<file path="src/rtl/cpu_ctrl_pkg.sv">
// +--------------------------------------------------------------------+
// | cpu_ctrl_pkg : opcodes, control bundle type and decode helpers     |
// | Rev 1.0                                                            |
// +--------------------------------------------------------------------+
`default_nettype none

package cpu_ctrl_pkg;

  localparam int ALUOP_BITS = 2;
  localparam int RI_BITS    = 2;

  localparam logic [3:0] OP_ADD   = 4'h0;
  localparam logic [3:0] OP_SUB   = 4'h1;
  localparam logic [3:0] OP_AND   = 4'h2;
  localparam logic [3:0] OP_OR    = 4'h3;
  localparam logic [3:0] OP_BEQ   = 4'h4;
  localparam logic [3:0] OP_BNE   = 4'h5;
  localparam logic [3:0] OP_BLT   = 4'h6;
  localparam logic [3:0] OP_BGE   = 4'h7;
  localparam logic [3:0] OP_LI    = 4'h8;
  localparam logic [3:0] OP_LOAD  = 4'h9;
  localparam logic [3:0] OP_STORE = 4'hA;

  typedef struct packed {
    logic                  wbs;
    logic                  wme;
    logic                  mm;
    logic [ALUOP_BITS-1:0] aluop;
    logic [RI_BITS-1:0]    ri;
    logic                  wre;
  } ctrl_bundle_t;

  localparam ctrl_bundle_t CTRL_NOP = '0;

  function automatic logic op_is_load(input logic [3:0] op);
    return op == OP_LOAD;
  endfunction

  // Only the ALU and compare/branch groups read rs2 as a register.
  function automatic logic op_reads_rs2(input logic [3:0] op);
    return op <= OP_BGE;
  endfunction

endpackage

`default_nettype wire

</file>
<file path="src/rtl/ctrl_decoder.sv">
// +--------------------------------------------------------------------+
// | ctrl_decoder : combinational opcode -> control bundle + illegal    |
// | Rev 1.0                                                            |
// +--------------------------------------------------------------------+
`default_nettype none

module ctrl_decoder
  import cpu_ctrl_pkg::*;
#(
  parameter int OPCODE_W = 4
) (
  input  logic [OPCODE_W-1:0] opcode,
  output ctrl_bundle_t        ctrl,
  output logic                illegal
);

  logic [3:0] w_op_lo;
  logic       w_hi_zero;

  assign w_op_lo   = opcode[3:0];
  assign w_hi_zero = (opcode >> 4) == '0;

  always_comb begin
    ctrl    = CTRL_NOP;
    illegal = 1'b0;
    if (!w_hi_zero) begin
      illegal = 1'b1;
    end else begin
      case (w_op_lo)
        OP_ADD, OP_SUB, OP_AND, OP_OR: begin
          ctrl.wbs   = 1'b1;
          ctrl.mm    = 1'b1;
          ctrl.aluop = w_op_lo[1:0];
          ctrl.wre   = 1'b1;
        end
        OP_BEQ, OP_BNE, OP_BLT, OP_BGE: ctrl.ri = 2'b11;
        OP_LI: begin
          ctrl.wbs = 1'b1;
          ctrl.ri  = 2'b10;
          ctrl.wre = 1'b1;
        end
        OP_LOAD: begin
          ctrl.ri  = 2'b10;
          ctrl.wre = 1'b1;
        end
        OP_STORE: begin
          ctrl.wme = 1'b1;
          ctrl.ri  = 2'b10;
        end
        default: illegal = 1'b1;
      endcase
    end
  end

endmodule

`default_nettype wire

</file>
<file path="src/rtl/pipelined_control_unit.sv">
// +--------------------------------------------------------------------+
// | pipelined_control_unit : ID decode carried through EX/MEM/WB with  |
// | load-use stall, branch flush and memory-wait freeze.  Rev 1.0      |
// +--------------------------------------------------------------------+
`default_nettype none

module pipelined_control_unit
  import cpu_ctrl_pkg::*;
#(
  parameter int OPCODE_W = 4,
  parameter int ALUOP_W  = 2,
  parameter int RI_W     = 2,
  parameter int REG_W    = 4
) (
  input  logic                clk,
  input  logic                rst,
  input  logic                id_valid,
  input  logic [OPCODE_W-1:0] id_opcode,
  input  logic [REG_W-1:0]    id_rs1,
  input  logic [REG_W-1:0]    id_rs2,
  input  logic [REG_W-1:0]    id_rd,
  input  logic                flush,
  input  logic                mem_ready,
  output logic                stall,
  output logic                illegal,
  output logic [ALUOP_W-1:0]  ex_aluop,
  output logic [RI_W-1:0]     ex_ri,
  output logic                mem_wme,
  output logic                mem_mm,
  output logic                wb_wbs,
  output logic                wb_wre,
  output logic [REG_W-1:0]    wb_rd
);

  ctrl_bundle_t w_dec_ctrl;
  logic         w_dec_illegal;

  ctrl_decoder #(.OPCODE_W(OPCODE_W)) u_dec (
    .opcode  (id_opcode),
    .ctrl    (w_dec_ctrl),
    .illegal (w_dec_illegal)
  );

  logic             ex_valid_q, ex_valid_d, ex_is_load_q, ex_is_load_d;
  logic [REG_W-1:0] ex_rd_q, ex_rd_d;
  ctrl_bundle_t     ex_ctrl_q, ex_ctrl_d;
  logic             mem_valid_q, mem_valid_d, mem_is_load_q, mem_is_load_d;
  logic             mem_wbs_q, mem_wbs_d, mem_wme_q, mem_wme_d;
  logic             mem_mm_q, mem_mm_d, mem_wre_q, mem_wre_d;
  logic [REG_W-1:0] mem_rd_q, mem_rd_d;
  logic             wb_valid_q, wb_valid_d, wb_wbs_q, wb_wbs_d, wb_wre_q, wb_wre_d;
  logic [REG_W-1:0] wb_rd_q, wb_rd_d;
  logic             pending_flush_q, pending_flush_d;

  logic w_freeze, w_kill, w_load_use, w_id_is_load, w_id_reads_rs2, w_ex_load;

  // A legal opcode guarantees the bits above the low nibble are zero.
  assign w_id_is_load   = ~w_dec_illegal & op_is_load(id_opcode[3:0]);
  assign w_id_reads_rs2 = ~w_dec_illegal & op_reads_rs2(id_opcode[3:0]);

  assign w_freeze   = mem_valid_q & (mem_wme_q | mem_is_load_q) & ~mem_ready;
  assign w_kill     = flush | pending_flush_q;
  assign w_load_use = ex_valid_q & ex_is_load_q & id_valid &
                      ((ex_rd_q == id_rs1) | ((ex_rd_q == id_rs2) & w_id_reads_rs2));
  assign w_ex_load  = id_valid & ~w_dec_illegal & ~w_kill & ~w_load_use;

  always_comb begin
    ex_valid_d      = ex_valid_q;
    ex_is_load_d    = ex_is_load_q;
    ex_rd_d         = ex_rd_q;
    ex_ctrl_d       = ex_ctrl_q;
    mem_valid_d     = mem_valid_q;
    mem_is_load_d   = mem_is_load_q;
    mem_wbs_d       = mem_wbs_q;
    mem_wme_d       = mem_wme_q;
    mem_mm_d        = mem_mm_q;
    mem_wre_d       = mem_wre_q;
    mem_rd_d        = mem_rd_q;
    wb_valid_d      = wb_valid_q;
    wb_wbs_d        = wb_wbs_q;
    wb_wre_d        = wb_wre_q;
    wb_rd_d         = wb_rd_q;
    pending_flush_d = pending_flush_q;
    if (w_freeze) begin
      pending_flush_d = pending_flush_q | flush;
    end else begin
      pending_flush_d = 1'b0;
      wb_valid_d      = mem_valid_q;
      wb_wbs_d        = mem_wbs_q;
      wb_wre_d        = mem_wre_q;
      wb_rd_d         = mem_rd_q;
      mem_valid_d     = ex_valid_q;
      mem_is_load_d   = ex_is_load_q;
      mem_wbs_d       = ex_ctrl_q.wbs;
      mem_wme_d       = ex_ctrl_q.wme;
      mem_mm_d        = ex_ctrl_q.mm;
      mem_wre_d       = ex_ctrl_q.wre;
      mem_rd_d        = ex_rd_q;
      // Flush, load-use, invalid and illegal all inject the same bubble.
      ex_valid_d      = w_ex_load;
      ex_is_load_d    = w_ex_load & w_id_is_load;
      ex_rd_d         = w_ex_load ? id_rd : '0;
      ex_ctrl_d       = w_ex_load ? w_dec_ctrl : CTRL_NOP;
    end
  end

  always_ff @(posedge clk or posedge rst) begin
    if (rst) begin
      ex_valid_q      <= 1'b0;
      ex_is_load_q    <= 1'b0;
      ex_rd_q         <= '0;
      ex_ctrl_q       <= CTRL_NOP;
      mem_valid_q     <= 1'b0;
      mem_is_load_q   <= 1'b0;
      mem_wbs_q       <= 1'b0;
      mem_wme_q       <= 1'b0;
      mem_mm_q        <= 1'b0;
      mem_wre_q       <= 1'b0;
      mem_rd_q        <= '0;
      wb_valid_q      <= 1'b0;
      wb_wbs_q        <= 1'b0;
      wb_wre_q        <= 1'b0;
      wb_rd_q         <= '0;
      pending_flush_q <= 1'b0;
    end else begin
      ex_valid_q      <= ex_valid_d;
      ex_is_load_q    <= ex_is_load_d;
      ex_rd_q         <= ex_rd_d;
      ex_ctrl_q       <= ex_ctrl_d;
      mem_valid_q     <= mem_valid_d;
      mem_is_load_q   <= mem_is_load_d;
      mem_wbs_q       <= mem_wbs_d;
      mem_wme_q       <= mem_wme_d;
      mem_mm_q        <= mem_mm_d;
      mem_wre_q       <= mem_wre_d;
      mem_rd_q        <= mem_rd_d;
      wb_valid_q      <= wb_valid_d;
      wb_wbs_q        <= wb_wbs_d;
      wb_wre_q        <= wb_wre_d;
      wb_rd_q         <= wb_rd_d;
      pending_flush_q <= pending_flush_d;
    end
  end

  assign stall    = w_freeze | (w_load_use & ~w_kill);
  assign illegal  = id_valid & w_dec_illegal;
  assign ex_aluop = ex_valid_q ? ex_ctrl_q.aluop : '0;
  assign ex_ri    = ex_valid_q ? ex_ctrl_q.ri : '0;
  assign mem_wme  = mem_valid_q & mem_wme_q;
  assign mem_mm   = mem_valid_q & mem_mm_q;
  assign wb_wbs   = wb_valid_q & wb_wbs_q;
  assign wb_wre   = wb_valid_q & wb_wre_q;
  assign wb_rd    = wb_valid_q ? wb_rd_q : '0;

endmodule

`default_nettype wire

</file>
<file path="config.mk">
export PLATFORM = sky130hd
export DESIGN_NAME = pipelined_control_unit
export DESIGN_NICKNAME = d
export VERILOG_FILES = /design/src/rtl/cpu_ctrl_pkg.sv /design/src/rtl/ctrl_decoder.sv /design/src/rtl/pipelined_control_unit.sv
export SDC_FILE = /design/constraint.sdc
export NUM_CORES = 1
export LEC_CHECK = 0
export CAP_MARGIN = 40
export CORE_UTILIZATION = 43
export CTS_CLUSTER_DIAMETER = 40
export DETAILED_ROUTE_END_ITERATION = 10
export HOLD_SLACK_MARGIN = 0.06
export PLACE_DENSITY = 0.82
export SLEW_MARGIN = 15
export SYNTH_ARGS = -nofsm -noshare
export SYNTH_HDL_FRONTEND = slang
export SYNTH_SLANG_ARGS = --single-unit
</file>
<file path="constraint.sdc">
create_clock -name clk -period 2.3 [get_ports clk]
set_input_delay 0.46 -clock clk [delete_from_list [all_inputs] [get_ports clk]]
set_output_delay 0.46 -clock clk [all_outputs]
set_load 0.03 [all_outputs]
</file>
* Word-level counts from Yosys, hierarchy flattened
Index checks and enable logic that the tools add are counted.
** Word-level totals
- Word-level logic and storage cells :: 78
- Register bits after elaboration :: 32
- Bits of input ports :: 21
** Operators by class
- Multiplexer cells :: 12
- Equality and inequality tests :: 12
- Bitwise gates (word level) :: 25
- Reduce and logical (&&, ||, !) cells :: 7
- Order comparisons :: 1
** Operators by type and width (number)
- AND 1 bit :: 18
- equality test 4 x 3 -> 1 bit (second input constant) :: 4
- equality test 4 bit (second input constant) :: 3
- OR reduction 11 bit :: 1
- equality test 4 x 2 -> 1 bit (second input constant) :: 2
- equality test 4 bit :: 2
- two-way mux 4 bit :: 2
- two-way mux 8 bit :: 1
- OR reduction 4 bit :: 2
- OR reduction 6 bit :: 1
- two-way mux 1 bit :: 5
- OR reduction 5 bit :: 1
- equality test 4 x 1 -> 1 bit (second input constant) :: 1
- <= comparator 4 x 3 -> 1 bit (second input constant) :: 1
- logical NOT 4 bit :: 1
- two-way mux 2 bit :: 2
- bitwise OR 1 bit :: 4
- one-hot mux 2 bit (2 select lines) :: 1
- two-way mux 3 bit :: 1
- NOT 1 bit :: 3
- OR reduction 3 bit :: 1

* Logic depth before layout (Yosys ltp)
Gate-level depths: netlist of run 1.
- Depth after elaboration :: 9
- Gate-level depth with buffers :: 6
- Gate-level depth less buffers :: 4

* Hierarchy
Synthesis of run 1 repeated with hierarchy kept, for this count alone.
** Second synthesis, totals
- Cell total of the unflattened synthesis :: 151
- Area total of the unflattened synthesis :: 1493.9 um^2
** Modules (own cells, without submodules)
- pipelined_control_unit :: cells each 139, times used 1, area an instance 1422.6 um^2, sequential area each 800.8 um^2
- ctrl_decoder :: cells each 12, times used 1, area an instance 71.3 um^2, sequential area each 0.0 um^2

* Worst setup path before layout of run 1
Ideal clock, no wire load.
- Path type :: input -> output
- Start point :: input port id_opcode[3]
- End point :: output port stall
- Data required time :: 1.840 ns
- Arrival time :: 1.402 ns
- Path slack :: 0.438 ns
- Stages :: 5
- Cell sequence :: buf_2 -> nor3_1 -> a2bb2o_4 -> buf_6 -> a21o_2
** Between the ends
- Cells in the longest elaborated chain, start to end :: 8
- Elaborated cells on any way between the ends :: 19
- Those cells by class :: order compare: 1; eq/ne: 10; bitwise: 6; reduce/logical: 2
** RTL lines
- from (decl) :: RTL line pipelined_control_unit.sv:18 : input logic [OPCODE_W-1:0] id_opcode,
- equality test 4 bit, or another cell as far along :: RTL line ctrl_decoder.sv:29 : case (w_op_lo)
- OR reduction 11 bit (no line)
- AND 1 bit * :: RTL line pipelined_control_unit.sv:59 : assign w_id_reads_rs2 = ~w_dec_illegal & op_reads_rs2(id_opcode[3:0]);
- AND 1 bit * :: RTL line pipelined_control_unit.sv:64 : ((ex_rd_q == id_rs1) | ((ex_rd_q == id_rs2) & w_id_reads_rs2));
- bitwise OR 1 bit * :: RTL line pipelined_control_unit.sv:64
- AND 1 bit * :: RTL line pipelined_control_unit.sv:63 : assign w_load_use = ex_valid_q & ex_is_load_q & id_valid &
- AND 1 bit * :: RTL line pipelined_control_unit.sv:145 : assign stall = w_freeze | (w_load_use & ~w_kill);
- bitwise OR 1 bit * :: RTL line pipelined_control_unit.sv:145
- to (decl) :: RTL line pipelined_control_unit.sv:24 : output logic stall,
Every way passes the cells marked *; elsewhere a longest branch is shown, timed or not.

* Final worst setup path of run 1
- Start point :: input port id_rs2[1]
- End point :: output port stall
** Between the ends
- Cells in the longest elaborated chain, start to end :: 6
** RTL lines
- from (decl) :: RTL line pipelined_control_unit.sv:20 : input logic [REG_W-1:0] id_rs2,
- equality test 4 bit :: RTL line pipelined_control_unit.sv:64
- AND 1 bit :: RTL line pipelined_control_unit.sv:64
- bitwise OR 1 bit :: RTL line pipelined_control_unit.sv:64
- AND 1 bit :: RTL line pipelined_control_unit.sv:63
- AND 1 bit :: RTL line pipelined_control_unit.sv:145
- bitwise OR 1 bit :: RTL line pipelined_control_unit.sv:145
No other way between the ends.

==> impl_metrics.csv, run 1 <==
group,metric,value,unit
outcome,status,"completed",
clock_tree,cts-root-buf,"clkbuf_4",
global_routing,grt.total_usage,0.185,
timing,hold_slack,0.483,ns
placement,io_buffers,34,
clock_tree,insertion_delay,0.33,ns
setup_path,end_kind,"output pin",
die,core,3360,µm²
setup_path,worstPathMaxFanout,2,
clock_tree,cts_htree_levels,2,
timing,tightest_slew,0.444,ns
global_routing,grt_overflow,0,
logic_synthesis,ys.flop_type,"dfrtp_1",
clock_tree,cts_buffer_depth,2,
hold_path,hp-class,"flop to flop",
timing,post-route-period-util,0.946,
placement,place.gp.congestion,0.894,
setup_path,crit_arrival,1.72,ns
drt,viasPerCell,5.09,
clock_tree,cts_tree,"built",
logic_synthesis,synth.yosys.seq_area_share,0.528,
die,io_pins,35,
timing,finalCriticalPeriod,2.18,ns
logic_synthesis,ys_async_sr_fraction,1.00,
drt,ant_nets,0,
final_layout,nets,193,
final_layout,final_core_util,0.606,
clock_tree,cts_setup_buffers,0,
pwr,powerDensity,552,nW/µm²
logic_synthesis,synth_edf_count,0,
setup_path,cp.required,1.84,ns
logic_synthesis,ys_seq_elements,32,
drt,wl_per_cell,13.5,µm
placement,dp_slack,-0.00636,ns
logic_synthesis,syn-num-nets,148,
placement,place_hpwl,2200,µm
pwr,ir_drop,391,µV
logic_synthesis,yosysTopAreaCell,"dfrtp_1",
pwr,p_leak,0.000960,µW
setup_path,path_class,"primary input to output pin",
timing,drv_slew,0,
job,drv_cap,0,
final_layout,syn2layout_area_growth,34.6,%
die,rows,21,
logic_synthesis,synth_top_area_frac,0.528,
die,dieArea,3770,µm²
timing,finalHoldViolCount,0,
logic_synthesis,yosysUniqueCellTypes,33,
drt,firstDrtPassIters,4,
clock_tree,cts.reportedPaths.clkPinSlew,0.10,ns
clock_tree,clkSinkCount,32,
global_routing,grt_max_degree,33,
setup_path,critPathLaunchType,"primary input",
clock_tree,cts_hold_buf,0,
global_routing,grt_pass1_wl,4960,µm
final_layout,antenna_cells,0,
logic_synthesis,ys_warn_count,0,
final_layout,layout-drive-gt1-share,0.237,
drt,drt_iter0_drc,31,
drt,drc,0,
final_layout,fillCellCount,299,
timing,rsz0062_at_grt,"no",
logic_synthesis,synthCells,127,
die,die_h,61.4,µm
clock_tree,cts_buffers,5,
die,die_w,61.4,µm
timing,max_slew_margin,0.704,
timing,clock.fmax,460,MHz
global_routing,grt_pass1_vias,1124,
logic_synthesis,synth.cell_area,1520,µm²
timing,setup_viol,0,
logic_synthesis,ys_top_cells_by_area,"dfrtp_1, mux2_2, and2_1, a32o_1, nand2_1",
drt,wirelength,2960,µm
timing,worst_slack,0.124,ns
drt,vias,1114,
die,start_util,0.451,
global_routing,grt_antenna_before_repair,0,
logic_synthesis,avgSynthCellArea,11.9,µm²
timing,skew,0.00952,ns
==> layout by cell type, fill, tap and decap left out, drive strengths merged, types with 2 or more instances in the layout <==
cell	count
inv	3
xnor2	4
dlymetal6s2s	3
o31ai	2
xor2	4
nand2b	2
a21o	2
a22o	2
buf	11
o41ai	2
nand2	14
clkdlybuf4s50	29
nor3	4
nand4	2
a32o	6
clkbuf	6
nor2	3
o21ai	3
and2	12
dfrtp	32
mux2	13
==> worst paths after layout <==
path,from,endpoint,slack (ns),cells past startpoint
worst max-delay path,id_rs2[1],stall,0.12,6
worst min-delay path,ex_ctrl_q[1],ex_ctrl_q[1],0.48,2
worst max register to register,mem_wme_q,ex_rd_q[3],0.73,4
worst min register to register,ex_ctrl_q[1],ex_ctrl_q[1],0.48,2
max in group asynchronous,rst,ex_rd_q[1],1.50,3
min in group asynchronous,rst,mem_rd_q[0],0.51,3
==> area by class of cell <==
| type | instances | area [µm²] | share of cell area |
|---|---|---|---|
| clock inverters | 2 | 35.0 | 0.0172 |
| multi-input cells | 87 | 679 | 0.333 |
| flip-flops and latches | 32 | 801 | 0.393 |
| repair buffers | 43 | 414 | 0.203 |
| clock buffers | 6 | 41.3 | 0.0202 |
| well taps | 46 | 57.6 | 0.0282 |
| inverters | 3 | 11.3 | 0.00552 |
==> flip-flops by register name (all words and copies together) (netlist names) <==
| register | flops |
|---|---|
| ex_rd_q | 4 |
| pending_flush_q | 1 |
| wb_rd_q | 4 |
| mem_wme_q | 1 |
| mem_rd_q | 4 |
| wb_valid_q | 1 |
| mem_valid_q | 1 |
| mem_mm_q | 1 |
| ex_valid_q | 1 |
| mem_wre_q | 1 |
| ex_ctrl_q | 8 |
| wb_wre_q | 1 |
| wb_wbs_q | 1 |
| mem_is_load_q | 1 |
| mem_wbs_q | 1 |
| ex_is_load_q | 1 |
==> routing by layer <==
metal / GRT usage / vias to the layer above / routed length [µm]
met2: 0.300 / 30 / 1520
met1: 0.233 / 537 / 1260
li1: - / 542 / -
met5: 0 / - / 0
met3: 0.0462 / 5 / 135
met4: 0.0857 / 0 / 48
==> synthesized netlist by cell type (all sizes together) (2+ instances only) <==
| library cell | n |
|---|---|
| a21o | 2 |
| a22o | 2 |
| a32o | 6 |
| and2 | 12 |
| buf | 5 |
| dfrtp | 32 |
| inv | 3 |
| mux2 | 13 |
| nand2 | 14 |
| nand2b | 2 |
| nand4 | 2 |
| nor2 | 3 |
| nor3 | 4 |
| o21ai | 3 |
| o31ai | 2 |
| o41ai | 2 |
| xnor2 | 4 |
| xor2 | 4 |
==> timing repair <==
action / in CTS / in global routing
endpoints found under the setup margin: 1 / 1
pin swaps: 0 / 1
resized for setup: 1 / 4
endpoints found under the hold margin: 0 / 0
==> cells by family (layout without fill, tap and decap cells) <==
kind of cell              after synthesis  after routing  share of synthesized area
and+or+nand+nor                        43             43                      0.150
DFF                                    32             32                      0.528
AOI/OAI and AO/OA                      22             22                      0.144
muxes                                  14             14                      0.103
xor gates and xnor gates                8              8                     0.0462
buffers and inverters                   8             54                     0.0281
==> where the power goes <==
part	switching [µW]	leakage, µW	internal [µW]
clock	184	0.0000422	228
combinational	53.9	0.000481	65.9
sequential	13.7	0.000437	579
total	252	0.000960	873
==> critical path, stage by stage <==
cell,delay [ns]
clkdlybuf4s50_1,0.47
xor2_1,0.19
nor3_2,0.07
a2bb2o_4,0.21
a21o_2,0.19
buf_6,0.13
==> stage by stage <==
stage / setup TNS (ns) / area (µm²) / total power (µW) / cells
final: 0 / 2040 / 1120 / 219
after global routing: 0 / 2040 / 1180 / 219
after CTS: 0 / 2030 / 1140 / 219
after detailed placement: -0.00636 / 1950 / 726 / 211
after global placement: 0 / 1950 / 721 / 211
after floorplan: 0 / 1520 / 660 / 127
Power figures use the tool's default switching activity.
==> inputs of run 2 (changes only) <==
- ABC_AREA: not set -> 1
- CORE_UTILIZATION: 43 -> 45
- PLACE_DENSITY: 0.82 -> 0.84
- REMOVE_ABC_BUFFERS: not set -> 1
==> impl_metrics.csv, run 2 <==
group,metric,value,unit
drt,firstDrtPassIters,4,
setup_path,cp.required,1.84,ns
final_layout,syn2layout_area_growth,29.5,%
setup_path,crit_chain,"clkdlybuf4s50_1 > inv_1 > nand2_1 > nand2_1 > nor2_1 > nand2_1 > nand2_1 > nand3_1 > nand2_1 > buf_4",
timing,finalHoldViolCount,0,
die,io_pins,35,
placement,io_buffers,34,
logic_synthesis,synth_edf_count,0,
logic_synthesis,yosysTopAreaCell,"dfrtp_1",
timing,setup_viol,0,
logic_synthesis,synth_top_cells_by_count,"nand2_1, dfrtp_1, inv_1, o21ai_1, nor2_1",
setup_path,timing.rr.start,"mem_wme_q",
clock_tree,insertion_delay,0.34,ns
final_layout,layout-drive-gt1-share,0.141,
drt,drc,0,
logic_synthesis,synth_top_family_by_area,"simple AND/OR/NAND/NOR gates",
final_layout,fillCellCount,315,
timing,skew,0.00753,ns
timing,drv_slew,0,
pwr,clockPowerShare,0.330,
pwr,netSwitchingPower,266,µW
timing,clock.fmax,466,MHz
logic_synthesis,synthCells,200,
logic_synthesis,synth_top_area_frac,0.503,
final_layout,nets,262,
pwr,combPwrFrac,0.123,
global_routing,grt_max_degree,33,
timing,finalCriticalPeriod,2.14,ns
pwr,powerDensity,523,nW/µm²
drt,vias,1332,
global_routing,grt_pass1_vias,1189,
timing,final.setup.tns,0,ns
final_layout,largest_register_ffs,8,
logic_synthesis,yosysMostFrequentCell,"nand2_1",
logic_synthesis,ys.flop_type,"dfrtp_1",
final_layout,regMostFlops,"ex_ctrl_q",
placement,placed_area,1990,µm²
global_routing,grt_overflow,0,
logic_synthesis,synth.cell_area,1590,µm²
timing,rsz0062_at_grt,"no",
logic_synthesis,synth_fa_ha_area_frac,0,
pwr,p_leak,0.00113,µW
pwr,swShare,0.246,
die,dieArea,3780,µm²
setup_path,end_kind,"output pin",
logic_synthesis,yosysUniqueCellTypes,21,
clock_tree,cts.reportedPaths.clkPinSlew,0.10,ns
setup_path,path_class,"primary input to output pin",
logic_synthesis,avgSynthCellArea,7.96,µm²
setup_path,worstPathMaxFanout,2,
logic_synthesis,synth-compound-area-share,0.107,
clock_tree,cts_buffer_depth,2,
die,core,3360,µm²
global_routing,grt.total_usage,0.191,
global_routing,grt_pass1_wl,5100,µm
clock_tree,cts_hold_buf,0,
logic_synthesis,synth_mux_area_frac,0,
timing,max_slew_margin,0.732,
pwr,total_power,1080,µW
drt,wl_per_cell,10.8,µm
clock_tree,cts_htree_levels,2,
pwr,p_int,813,µW
final_layout,design_area,2060,µm²
final_layout,final_common_cell,"nand2_1",
clock_tree,clkSinkCount,32,
drt,drt_iter0_drc,47,
timing,tightest_slew,0.402,ns
placement,place_hpwl,2230,µm
logic_synthesis,synthXorXnorAreaFrac,0.0110,
pwr,p_seq_frac,0.547,
logic_synthesis,ys_top_cells_by_area,"dfrtp_1, nand2_1, inv_1, o21ai_1, o21ai_2",
logic_synthesis,ys_async_sr_fraction,1.00,
setup_path,crit_path_start,"id_rs1[2]",
logic_synthesis,synth.yosys.seq_area_share,0.503,
setup_path,crit_arrival,1.68,ns
setup_path,critPathLaunchType,"primary input",
logic_synthesis,ys_seq_elements,32,
clock_tree,cts_buffers,5,
global_routing,grt_antenna_before_repair,0,
final_layout,mostFrequentLayoutCells,"nand2_1, dfrtp_1, inv_1, clkdlybuf4s50_1, o21ai_1",
drt,wirelength,3100,µm
timing,post-route-period-util,0.932,
setup_path,crit_path_frequent_cell,"nand2_1",
pwr,ir_drop,486,µV
placement,place.gp.congestion,0.858,
logic_synthesis,ys_warn_count,0,
drt,ant_nets,0,
job,drv_cap,0,
die,die_h,61.5,µm
final_layout,antenna_cells,0,
die,die_w,61.5,µm
setup_path,critPathSlowestCell,"clkdlybuf4s50_1",
drt,viasPerCell,4.64,
setup_path,max_stage_delay,0.48,ns
die,start_util,0.474,
outcome,status,"completed",
logic_synthesis,synth-simple-area-share,0.277,
hold_path,hp-class,"primary input to asynchronous set/reset pin",
clock_tree,cts-root-buf,"clkbuf_4",
clock_tree,cts_tree,"built",
die,rows,21,
-- run 2: cell count changes in the layout (fill, tap and decap cells not counted), sizes merged, moves of 4 or more --
cell	before	now
nand3	1	8
nor2	3	12
buf	11	6
mux2	13	0
inv	3	38
xnor2	4	0
o21ai	3	26
nand2	14	70
a32o	6	0
and2	12	0
-- run 2: cell type report --
cell class                 count  area [µm²]  share of cell area
sequential                    32         801               0.388
multi-input combinational    126         629               0.305
timing repair buffer          38         368               0.178
inverter                      38         143              0.0691
clock buffer                   7        65.1              0.0315
tap                           46        57.6              0.0279
-- run 2: power groups by stage --
stage	Clock (µW)	Combinational [µW]	Sequential [µW]
finish	356	132	591
global route	386	147	593
floorplan	0	71.1	599
detailed placement	0	132	602
CTS	368	133	591
global placement	0	130	601
-- run 2: through the flow --
stage | setup slack [ns] | util | cells | hold WS (ns)
3_3_place_gp | 0.120 | 0.591 | 279 | 0.456
3_5_place_dp | 0.112 | 0.591 | 279 | 0.468
6_report | 0.155 | 0.613 | 287 | 0.486
4_1_cts | 0.101 | 0.610 | 286 | 0.490
2_1_floorplan | 0.571 | - | 196 | 0.442
5_1_grt | 0.000438 | 0.613 | 287 | 0.506
-- run 2: worst paths after layout --
| kind | to | slack [ns] | cells past startpoint |
|---|---|---|---|
| setup / recovery | stall | 0.16 | 10 |
| hold / removal | wb_wbs_q | 0.49 | 3 |
| setup reg to reg | ex_ctrl_q[1] | 0.90 | 6 |
| hold reg to reg | mem_mm_q | 0.49 | 2 |
| max in group asynchronous | ex_ctrl_q[3] | 1.50 | 3 |
| min in group clk | mem_mm_q | 0.49 | 2 |
-- run 2: repair_timing --
item,in CTS,in global routing
resized for setup,0,1
buffers inserted,0,1
endpoints found under the setup margin,0,1
hold endpoints to repair,0,0
-- run 2: per-layer routing --
metal	track usage	share of wire	wire (µm)
met1	0.233	0.45	1380
met2	0.312	0.49	1520
met3	0.0441	0.046	143
met4	0.105	0.015	47
met5	0	0	0
-- run 2: cell families (layout without fill, tap and decap cells) --
family | after synthesis | in the layout
and+or+nand+nor | 96 | 96
buffers and inverters | 42 | 83
DFF | 32 | 32
AOI/OAI and AO/OA | 28 | 28
xor gates and xnor gates | 2 | 2
-- run 2: worst max-delay path: cells and delay by family --
family,cells,cell delay [ns]
buffers and inverters,3,0.67
and+or+nand+nor,7,0.55
